$ cat src/rtl/ber_link_ctrl.sv
// ber_link_ctrl: oversampling strobe generator with BER checker delay alignment and lock statistics
// Ports:
//   clock, i_reset        system clock, asynchronous active-low reset
//   i_sw[3:0]             [0] tx enable, [1] rx enable, [3:2] sampling phase
//   i_bit_valid/i_bit_err checker result strobe and qualified bit mismatch
//   o_sample_en           oversample-rate enable, one cycle every CLK_DIV clocks
//   o_tx_sym_en           transmit symbol strobe (combinational)
//   o_rx_sample_en        receive downsample strobe at the active phase (combinational)
//   o_phase               sampling phase, updated only at symbol boundaries
//   o_delay_sel           checker delay index under evaluation
//   o_locked              alignment achieved
//   o_bit_cnt/o_err_cnt   saturating bit and error counts gathered while locked
//   o_led                 {err_seen, locked, rx_en, tx_en}
// Build option: define LINK_CTRL_SW_SYNC_EN to pass i_sw through a two-flop synchronizer
// ahead of its register (3-cycle latency instead of 1).
module ber_link_ctrl #(
    parameter int CLK_DIV = 4,
    parameter int OS      = 4,
    parameter int NDLY    = 512,
    parameter int WIN     = 1024,
    parameter int THR     = 0,
    parameter int CNT_W   = 64
) (
    input  logic                                      clock,
    input  logic                                      i_reset,
    input  logic [3:0]                                i_sw,
    input  logic                                      i_bit_valid,
    input  logic                                      i_bit_err,
    output logic                                      o_sample_en,
    output logic                                      o_tx_sym_en,
    output logic                                      o_rx_sample_en,
    output logic [1:0]                                o_phase,
    output logic [(NDLY > 1 ? $clog2(NDLY) : 1)-1:0]  o_delay_sel,
    output logic                                      o_locked,
    output logic [CNT_W-1:0]                          o_bit_cnt,
    output logic [CNT_W-1:0]                          o_err_cnt,
    output logic [3:0]                                o_led
);
    localparam int DW = NDLY > 1 ? $clog2(NDLY) : 1;
    localparam int VW = CLK_DIV > 1 ? $clog2(CLK_DIV) : 1;
    localparam int SW = OS > 4 ? $clog2(OS) : 2;
    localparam int WW = $clog2(WIN + 1);
    localparam logic [VW-1:0] DIV_LAST = VW'(CLK_DIV - 1);
    localparam logic [SW-1:0] S_LAST   = SW'(OS - 1);
    localparam logic [WW-1:0] W_LAST   = WW'(WIN - 1);
    localparam logic [DW-1:0] D_LAST   = DW'(NDLY - 1);
    localparam logic [3:0]    FLUSH    = 4'd8;

    typedef enum logic [1:0] {IDLE, SEARCH, LOCK} state_t;

    state_t        state;
    logic [3:0]    sw_q;
    logic [VW-1:0] div;
    logic [SW-1:0] scnt;
    logic [WW-1:0] win_cnt;
    logic [WW-1:0] win_err;
    logic [WW-1:0] err_tot;
    logic [3:0]    flush;
    logic [DW-1:0] dly_next;
    logic          err_seen;
    logic          tx_en;
    logic          rx_en;
    logic          win_done;

    assign tx_en          = sw_q[0];
    assign rx_en          = sw_q[1];
    assign o_tx_sym_en    = o_sample_en && scnt == '0 && tx_en;
    assign o_rx_sample_en = o_sample_en && scnt == SW'(o_phase) && rx_en;
    assign o_led          = {err_seen, o_locked, rx_en, tx_en};
    // error total including the current strobe, so a window-completing error is counted
    assign err_tot        = win_err + WW'(i_bit_valid & i_bit_err);
    assign win_done       = i_bit_valid && win_cnt == W_LAST;
    assign dly_next       = o_delay_sel == D_LAST ? '0 : o_delay_sel + 1'b1;

`ifdef LINK_CTRL_SW_SYNC_EN
    logic [3:0] sw_s1;
    logic [3:0] sw_s2;

    always_ff @(posedge clock or negedge i_reset) begin
        if (!i_reset) begin
            sw_s1 <= '0;
            sw_s2 <= '0;
            sw_q  <= '0;
        end else begin
            sw_s1 <= i_sw;
            sw_s2 <= sw_s1;
            sw_q  <= sw_s2;
        end
    end
`else
    always_ff @(posedge clock or negedge i_reset) begin
        if (!i_reset)
            sw_q <= '0;
        else
            sw_q <= i_sw;
    end
`endif

    // Phase is only taken at the last sample of a symbol so each symbol sees exactly one rx strobe.
    always_ff @(posedge clock or negedge i_reset) begin
        if (!i_reset) begin
            div         <= '0;
            o_sample_en <= 1'b0;
            scnt        <= '0;
            o_phase     <= '0;
        end else begin
            div         <= div == DIV_LAST ? '0 : div + 1'b1;
            o_sample_en <= div == DIV_LAST;
            if (o_sample_en) begin
                scnt <= scnt == S_LAST ? '0 : scnt + 1'b1;
                if (scnt == S_LAST)
                    o_phase <= sw_q[3:2];
            end
        end
    end

    // Alignment FSM; flush discards checker pipeline results after every delay change.
    always_ff @(posedge clock or negedge i_reset) begin
        if (!i_reset) begin
            state       <= IDLE;
            o_delay_sel <= '0;
            win_cnt     <= '0;
            win_err     <= '0;
            flush       <= '0;
            o_locked    <= 1'b0;
            o_bit_cnt   <= '0;
            o_err_cnt   <= '0;
            err_seen    <= 1'b0;
        end else if (!rx_en) begin
            state       <= IDLE;
            o_delay_sel <= '0;
            win_cnt     <= '0;
            win_err     <= '0;
            flush       <= '0;
            o_locked    <= 1'b0;
        end else begin
            case (state)
                IDLE: begin
                    state     <= SEARCH;
                    flush     <= FLUSH;
                    o_bit_cnt <= '0;
                    o_err_cnt <= '0;
                    err_seen  <= 1'b0;
                end
                SEARCH: begin
                    if (i_bit_valid) begin
                        if (flush != '0) begin
                            flush <= flush - 1'b1;
                        end else if (win_done) begin
                            win_cnt <= '0;
                            win_err <= '0;
                            if (err_tot == '0) begin
                                state    <= LOCK;
                                o_locked <= 1'b1;
                            end else begin
                                o_delay_sel <= dly_next;
                                flush       <= FLUSH;
                            end
                        end else begin
                            win_cnt <= win_cnt + 1'b1;
                            win_err <= err_tot;
                        end
                    end
                end
                LOCK: begin
                    if (i_bit_valid) begin
                        if (!(&o_bit_cnt))
                            o_bit_cnt <= o_bit_cnt + 1'b1;
                        if (i_bit_err) begin
                            err_seen <= 1'b1;
                            if (!(&o_err_cnt))
                                o_err_cnt <= o_err_cnt + 1'b1;
                        end
                        if (win_done) begin
                            win_cnt <= '0;
                            win_err <= '0;
                            if (int'(err_tot) > THR) begin
                                state       <= SEARCH;
                                o_locked    <= 1'b0;
                                o_delay_sel <= dly_next;
                                flush       <= FLUSH;
                            end
                        end else begin
                            win_cnt <= win_cnt + 1'b1;
                            win_err <= err_tot;
                        end
                    end
                end
                default: state <= IDLE;
            endcase
        end
    end
endmodule

$ cat config.mk
export PLATFORM = sky130hd
export DESIGN_NAME = ber_link_ctrl
export DESIGN_NICKNAME = d
export VERILOG_FILES = /design/src/rtl/ber_link_ctrl.sv
export SDC_FILE = /design/constraint.sdc
export NUM_CORES = 1
export LEC_CHECK = 0
export CAP_MARGIN = 20
export CORE_MARGIN = 3
export CORE_UTILIZATION = 55
export CTS_CLUSTER_SIZE = 40
export DETAILED_ROUTE_END_ITERATION = 10
export PLACE_DENSITY_LB_ADDON = 0.1
export REMOVE_ABC_BUFFERS = 1
export SLEW_MARGIN = 20
export SYNTH_ARGS = -nofsm -noshare
export SYNTH_HDL_FRONTEND = slang
export SYNTH_SLANG_ARGS = --single-unit
$ cat constraint.sdc
create_clock -name clock -period 3.09 [get_ports clock]
set_clock_uncertainty 0.2 [all_clocks]
set_input_delay 0.618 -clock clock [delete_from_list [all_inputs] [get_ports clock]]
set_output_delay 0.618 -clock clock [all_outputs]
set_load 0.005 [all_outputs]
## Word level (Yosys, flattened, before mapping)

Cells that the tools add are included.

| word-level totals | value |
|---|---|
| flip-flop bits (word level) | 178 |
| input bits | 8 |
| output and inout port bits | 147 |
| logic and storage cells | 129 |

| cells by class | value |
|---|---|
| $add $sub $neg | 8 |
| order comparisons | 1 |
| eq/ne operators | 23 |
| muxes and demuxes | 61 |
| bitwise logic cells | 1 |
| reduce and logical (&&, ||, !) cells | 21 |

Operators by type and width:

| kind | number |
|---|---|
| 64-bit 2-to-1 mux | 5 |
| 64-bit case mux with 2 select lines | 2 |
| 64-bit by 1-bit adder with 64-bit output (second input constant) | 2 |
| 64-bit AND reduction | 2 |
| 11-bit 2-to-1 mux | 10 |
| 9-bit 2-to-1 mux | 9 |
| 11-bit case mux with 2 select lines | 2 |
| 4-bit 2-to-1 mux | 8 |
| 3-bit != test (second input constant) | 8 |
| 2-bit 2-to-1 mux | 10 |
| 9-bit case mux with 2 select lines | 1 |
| 8-bit AND reduction | 2 |
| 7-bit AND reduction | 2 |
| 4-bit case mux with 3 select lines | 1 |
| 4-bit AND reduction | 3 |
| 11-bit by 1-bit adder with 11-bit output | 1 |
| 11-bit by 1-bit adder with 11-bit output (second input constant) | 1 |
| 11-bit by 10-bit equality test with 1-bit output (second input constant) | 1 |
| 11-bit by 1-bit greater-than comparator with 1-bit output (second input constant) | 1 |
| 11-bit logical NOT | 1 |
| 1-bit 2-to-1 mux | 10 |
| 9-bit by 1-bit adder with 9-bit output (second input constant) | 1 |
| 9-bit equality test (second input constant) | 1 |
| 2-bit != test (second input constant) | 4 |
| 17 further kinds | 27 |

## Depth between registers and ports, before layout

| depth | value |
|---|---|
| depth in word-level cells | 9 |
| depth in mapped cells | 11 |
| gate-level depth less buffers | 10 |

## Least setup slack after synthesis

No wires, ideal clock.

| timing path | value |
|---|---|
| kind | in2reg |
| start point | input port i_bit_valid |
| end point | register o_delay_sel[7] in the netlist's numbering |
| setup time | 0.126 ns |
| data arrival time | 2.768 ns |
| required time | 2.764 ns |
| setup slack | -0.004 ns |
| stages | 11 |
| buffers on the path | 1 |
| path through | nand2_1 inv_1 ha_1 ha_1 nand3_1 nor3_1 mux2i_1 a2111oi_1 clkbuf_1 nor2_1 o2bb2ai_1 |

| between the ends | value |
|---|---|
| longest elaborated chain between the ends | 5 |
| elaborated cells between the ends (all ways) | 12 |
| classes of those cells | add/sub: 1; order compare: 1; eq/ne: 6; bitwise: 1; reduce/logical: 3 |

RTL lines:

| item | RTL line | RTL |
|---|---|---|
| from (decl) | 27 | `input logic i_bit_valid,` |
| 1-bit bitwise AND | 71 | `assign err_tot = win_err + WW'(i_bit_valid & i_bit_err);` |
| 11-bit by 1-bit adder with 11-bit output | 71 |  |
| 11-bit by 1-bit greater-than comparator with 1-bit output or 11-bit logical NOT (tied branches) | 177, 152 |  |
| 3-bit != test (no line) | n/a |  |
| 8-bit AND reduction (no line) * | n/a |  |
| to (signal assigned) | 156 | `o_delay_sel <= dly_next;` |
| to (signal assigned) | 180 | `o_delay_sel <= dly_next;` |
| to (decl) | 33 | `output logic [(NDLY > 1 ? $clog2(NDLY) : 1)-1:0] o_delay_sel,` |

Mark *: on every way between the ends. The rest lies on a longest branch, timed or not.
A chain may end at the register's enable or synchronous reset.

## Worst setup path after layout

| timing path | value |
|---|---|
| start point | input port i_bit_valid |
| end point | register o_delay_sel[4] in the netlist's numbering |

Same word-level chain as after synthesis.

==> flow_summary.html <==
<table>
<tr><th>Metric</th><th>Value</th></tr>
<tr><th colspan="2">Setup path</th></tr>
<tr><td>Type of the worst setup path</td><td>input port to flip-flop</td></tr>
<tr><td>CP Data Arrival Time</td><td>3120 ps</td></tr>
<tr><td>Crit path buf inv count</td><td>2</td></tr>
<tr><td>Critical path's largest stage delay</td><td>470 ps</td></tr>
<tr><td>R2r setup slk</td><td>270 ps</td></tr>
<tr><td>Max Fanout on Critical Path</td><td>6</td></tr>
<tr><td>Family with the most delay on the worst path</td><td>simple AND/OR/NAND/NOR gates</td></tr>
<tr><td>Kind of launch point of the worst setup path</td><td>input port</td></tr>
<tr><td>Cell-by-cell trace of the critical path</td><td>clkdlybuf4s50_1 &gt; nand2_1 &gt; inv_1 &gt; ha_1 &gt; ha_2 &gt; nand3_2 &gt; nor3_2 &gt; mux2i_2 &gt; a2111oi_4 &gt; or3_4 &gt; o21ai_0</td></tr>
<tr><td>WP data required</td><td>3240 ps</td></tr>
<tr><td>Crit-path slowest cell</td><td>sky130_fd_sc_hd__clkdlybuf4s50_1</td></tr>
<tr><td>Worst setup EP type</td><td>flip-flop</td></tr>
<tr><th colspan="2">Synth</th></tr>
<tr><td>Syn avg cell area</td><td>8.93 µm²</td></tr>
<tr><td>Area share of and/or/nand/nor cells after synthesis</td><td>27.1%</td></tr>
<tr><td>Top-count cell post-synth</td><td>sky130_fd_sc_hd__dfrtp_1</td></tr>
<tr><td>Total of flip-flops plus latches after synthesis</td><td>178</td></tr>
<tr><td>Number of instances in the synthesized netlist</td><td>1114</td></tr>
<tr><td>Synth area leader</td><td>sky130_fd_sc_hd__dfrtp_1</td></tr>
<tr><td>Number of enable flip-flop cells after synthesis</td><td>0</td></tr>
<tr><td>Top cell types by occurrence after synthesis</td><td>sky130_fd_sc_hd__dfrtp_1 (178), sky130_fd_sc_hd__nand2_1 (108), sky130_fd_sc_hd__o21ai_0 (103)</td></tr>
<tr><td>Top area cells in the synthesized netlist</td><td>sky130_fd_sc_hd__dfrtp_1 (45%), sky130_fd_sc_hd__o21ai_0 (5.2%), sky130_fd_sc_hd__nand2_1 (4.1%)</td></tr>
<tr><td>Dominant combinational cell family by area after synthesis</td><td>simple AND/OR/NAND/NOR gates</td></tr>
<tr><td>Ys async rst share</td><td>100%</td></tr>
<tr><td>Area of the mapped netlist</td><td>9950 µm²</td></tr>
<tr><td>Adder and majority cell fraction of the synthesized area</td><td>1.51%</td></tr>
<tr><td>Fraction of synthesized cell area taken by the top area cell type</td><td>44.8%</td></tr>
<tr><td>Post-synthesis compound-gate area fraction</td><td>18.9%</td></tr>
<tr><td>Main flop type after synthesis</td><td>sky130_fd_sc_hd__dfrtp_1</td></tr>
<tr><td>XOR/XNOR Fraction of Synth Area</td><td>3.70%</td></tr>
<tr><td>Distinct cell type count of the synthesized netlist</td><td>68</td></tr>
<tr><td>Multiplexer share of the synthesized area</td><td>0.868%</td></tr>
<tr><td>Sequential cell area fraction in the yosys report</td><td>44.8%</td></tr>
<tr><td>YS warnings</td><td>0</td></tr>
<tr><th colspan="2">Timing</th></tr>
<tr><td>Max Freq</td><td>337 MHz</td></tr>
<tr><td>Total negative slack for setup checks</td><td>0 ps</td></tr>
<tr><td>Worst-case headroom to the max-slew limit</td><td>49.0%</td></tr>
<tr><td>Endpoints failing setup</td><td>0</td></tr>
<tr><td>Post-route worst setup slack</td><td>121 ps</td></tr>
<tr><td>Slew of the pin with the lowest slew margin</td><td>760 ps</td></tr>
<tr><td>Final count of hold timing violations</td><td>0</td></tr>
<tr><td>Fin crit period</td><td>2970 ps</td></tr>
<tr><td>Max-slew violation count</td><td>0</td></tr>
<tr><td>Part of the cycle the worst path needs</td><td>96.1%</td></tr>
<tr><td>Final-layout worst hold slack</td><td>243 ps</td></tr>
<tr><th colspan="2">Die</th></tr>
<tr><td>Count of boundary I/O pins</td><td>155</td></tr>
<tr><td>Die area</td><td>19700 µm²</td></tr>
<tr><td>Standard-cell rows</td><td>48</td></tr>
<tr><td>CORE AREA</td><td>17500 µm²</td></tr>
<tr><td>Initial cell density of the core</td><td>56.9%</td></tr>
<tr><td>Vertical die dimension</td><td>141 µm</td></tr>
<tr><td>Width of the die</td><td>141 µm</td></tr>
<tr><th colspan="2">GRT</th></tr>
<tr><td>GRT Resource Usage Total</td><td>26.6%</td></tr>
<tr><td>Number of global-route vias before repair</td><td>8715</td></tr>
<tr><td>Overflow left after global routing</td><td>0</td></tr>
<tr><td>Number of antenna violations at the first check in global routing</td><td>0</td></tr>
<tr><td>Largest net degree at the start of global routing</td><td>65</td></tr>
<tr><td>Global-route wire length before repair</td><td>43.8 mm</td></tr>
<tr><th colspan="2">Drt</th></tr>
<tr><td>Drt first pass iters</td><td>5</td></tr>
<tr><td># DRC</td><td>0</td></tr>
<tr><td>Final ANT Viol Nets</td><td>0</td></tr>
<tr><td>Total wire length</td><td>26.7 mm</td></tr>
<tr><td>Vias after detailed routing</td><td>9619</td></tr>
<tr><td>Post-detailed-route via-to-cell ratio</td><td>6.23</td></tr>
<tr><td>Number of DRC markers in iteration 0</td><td>749</td></tr>
<tr><td>Detailed-route wire length per cell</td><td>17.3 µm</td></tr>
<tr><th colspan="2">Clocking</th></tr>
<tr><td>Clock root buffer master</td><td>sky130_fd_sc_hd__clkbuf_16</td></tr>
<tr><td>Largest buffer count on any clock path</td><td>2</td></tr>
<tr><td>Cts bufs inserted</td><td>17</td></tr>
<tr><td>Clock-pin slew on the worst setup and hold paths</td><td>70 ps</td></tr>
<tr><td>Clock tree from TritonCTS</td><td>done</td></tr>
<tr><td>TritonCTS sink count</td><td>178</td></tr>
<tr><td>H-Tree Depth</td><td>4</td></tr>
<tr><td>Worst-Skew Late Latency</td><td>430 ps</td></tr>
<tr><th colspan="2">Pwr</th></tr>
<tr><td>Cell internal power dissipation</td><td>3.85 mW</td></tr>
<tr><td>Power per standard cell area</td><td>398 nW/µm²</td></tr>
<tr><td>Part of the total power dissipated in the clock network</td><td>44.4%</td></tr>
<tr><td>Switching part of the total power</td><td>24.3%</td></tr>
<tr><td>Combinational Power Share</td><td>8.3%</td></tr>
<tr><td>Proportion of power drawn by flip-flops and latches</td><td>47.3%</td></tr>
<tr><td>Sw power</td><td>1.24 mW</td></tr>
<tr><td>Leakage power total</td><td>5.09 nW</td></tr>
<tr><td>Worst ir drop on vdd</td><td>0.419 mV</td></tr>
<tr><th colspan="2">Final layout</th></tr>
<tr><td>Share of final-layout standard cells stronger than drive strength 1</td><td>10.4%</td></tr>
<tr><td>Total inserted antenna cells</td><td>0</td></tr>
<tr><td># fillers</td><td>1331</td></tr>
<tr><td>Non-Filler Instances</td><td>1545</td></tr>
<tr><td>Final nets</td><td>1327</td></tr>
<tr><td>Synthesis-to-finish area growth</td><td>28.5%</td></tr>
<tr><th colspan="2">Flow run</th></tr>
<tr><td>Number of max-capacitance violations reported</td><td>0</td></tr>
<tr><th colspan="2">Place</th></tr>
<tr><td>Cell count after placement</td><td>1510</td></tr>
<tr><td>GP Congestion</td><td>0.926</td></tr>
<tr><td>Post-placement setup slack</td><td>-417 ps</td></tr>
<tr><td>Count of buffers from port buffering</td><td>154</td></tr>
<tr><td>Post-DP HPWL</td><td>18.8 mm</td></tr>
<tr><th colspan="2">Status</th></tr>
<tr><td>Result of the run</td><td>completed</td></tr>
<tr><th colspan="2">Worst hold path</th></tr>
<tr><td>Hold/Removal Path Class</td><td>flip-flop to flip-flop</td></tr>
</table>
state kept, by name (all words and copies together) (netlist names):
register / count
div: 2
err_seen: 1
flush: 4
o_bit_cnt: 64
o_delay_sel: 9
o_err_cnt: 64
o_locked: 1
o_phase: 2
o_sample_en: 1
scnt: 2
state: 2
sw_q: 4
win_cnt: 11
win_err: 11
power groups by stage:
stage               clock network (mW)  registers, mW  logic [mW]
floorplan                            0           2.44       0.191
global placement                     0           2.45       0.396
detailed placement                   0           2.45       0.401
CTS                               2.28           2.40       0.404
global route                      2.39           2.41       0.471
finish                            2.26           2.41       0.421
cells by family (layout without fill, tap and decap cells):
group           Yosys count  in the layout
buf+inv                  71            277
mux                       8              8
xor+xnor                 42             42
simple gates            499            499
flops                   178            178
fa+ha+maj                12             12
compound gates          304            304
path summary, 6_finish.rpt:
check                      depth (start not counted)             end         start
max                                               11  o_delay_sel[4]   i_bit_valid
min in group asynchronous                          2    o_err_cnt[6]       i_reset
max reg2reg                                       10    o_bit_cnt[6]  o_bit_cnt[0]
min                                                1          div[0]        div[0]
min reg2reg                                        1          div[0]        div[0]
max in group asynchronous                          3      win_err[3]       i_reset
worst register-to-register path, cell delays in order (launching register included):
cell	delay (ps)
sky130_fd_sc_hd__dfrtp_1	430
sky130_fd_sc_hd__ha_1	230
sky130_fd_sc_hd__nand3_1	230
sky130_fd_sc_hd__nor2_2	210
sky130_fd_sc_hd__nand3_1	170
sky130_fd_sc_hd__buf_4	210
sky130_fd_sc_hd__o31ai_4	370
sky130_fd_sc_hd__buf_4	290
sky130_fd_sc_hd__buf_4	190
sky130_fd_sc_hd__o31ai_1	80
sky130_fd_sc_hd__a21oi_1	130
placed cells by master (no fill, tap or decap), types with 4 or more instances in the layout:
master	netlist	routed
sky130_fd_sc_hd__mux2_2	5	5
sky130_fd_sc_hd__xnor2_1	27	27
sky130_fd_sc_hd__or3_1	39	37
sky130_fd_sc_hd__o2111ai_1	9	9
sky130_fd_sc_hd__nor4_1	14	14
sky130_fd_sc_hd__o31ai_1	46	46
sky130_fd_sc_hd__a2111oi_0	5	5
sky130_fd_sc_hd__inv_1	18	18
sky130_fd_sc_hd__or4_1	26	26
sky130_fd_sc_hd__nand4_1	39	39
sky130_fd_sc_hd__nor3_1	22	21
sky130_fd_sc_hd__buf_4	7	70
sky130_fd_sc_hd__or3_4	2	4
sky130_fd_sc_hd__dfrtp_1	178	178
sky130_fd_sc_hd__a21o_1	11	11
sky130_fd_sc_hd__nand2_1	108	107
sky130_fd_sc_hd__a21oi_1	70	70
sky130_fd_sc_hd__nand2b_1	12	12
sky130_fd_sc_hd__and4_1	16	16
sky130_fd_sc_hd__clkbuf_16	0	17
sky130_fd_sc_hd__and2_1	12	12
sky130_fd_sc_hd__and3_1	33	33
sky130_fd_sc_hd__ha_1	12	11
sky130_fd_sc_hd__nor2b_1	4	4
sky130_fd_sc_hd__o211ai_1	4	4
sky130_fd_sc_hd__clkdlybuf4s50_1	0	153
sky130_fd_sc_hd__o21ai_1	5	7
sky130_fd_sc_hd__o21ai_0	103	101
sky130_fd_sc_hd__nand3_1	64	63
sky130_fd_sc_hd__a22o_1	8	8
sky130_fd_sc_hd__xor2_1	15	15
sky130_fd_sc_hd__a211oi_1	9	8
sky130_fd_sc_hd__a31oi_1	10	10
sky130_fd_sc_hd__nor3_2	3	4
sky130_fd_sc_hd__inv_6	0	5
sky130_fd_sc_hd__nor2_1	85	84
layer usage:
metal / vias up / GRT usage (%) / wire [µm]
met4: 0 / 7.09 / 388
li1: 4585 / - / -
met1: 4707 / 38.4 / 12200
met5: - / 0 / 0
met2: 294 / 41.6 / 12500
met3: 33 / 5.02 / 1610
layout make-up:
cell class              instances  area [µm²]  share of cell area (%)
multi-input cells             865        5260                    41.1
clock buffers                  19         443                    3.46
repair buffers                227        2120                    16.6
flip-flops and latches        178        4450                    34.8
well taps                     225         282                    2.20
clock inverters                13         170                    1.33
inverters                      18        67.6                   0.528
per-stage QoR:
stage                     cell area (µm²)  total power [mW]  util (%)
after floorplan                      9710              2.63         -
after global placement              12100              2.84      69.3
after detailed placement            12100              2.85      69.3
after CTS                           12700              5.09      72.8
after global routing                12800              5.27      73.2
final                               12800              5.09      73.2
what timing repair did:
action,4_1_cts,5_1_grt
resized for setup,0,11
setup buffers,0,2
endpoints found under the hold margin,11,0
hold buffers,1,0
setup endpoints to repair,0,12
No activity file was read; power rests on OpenSTA's default activity.
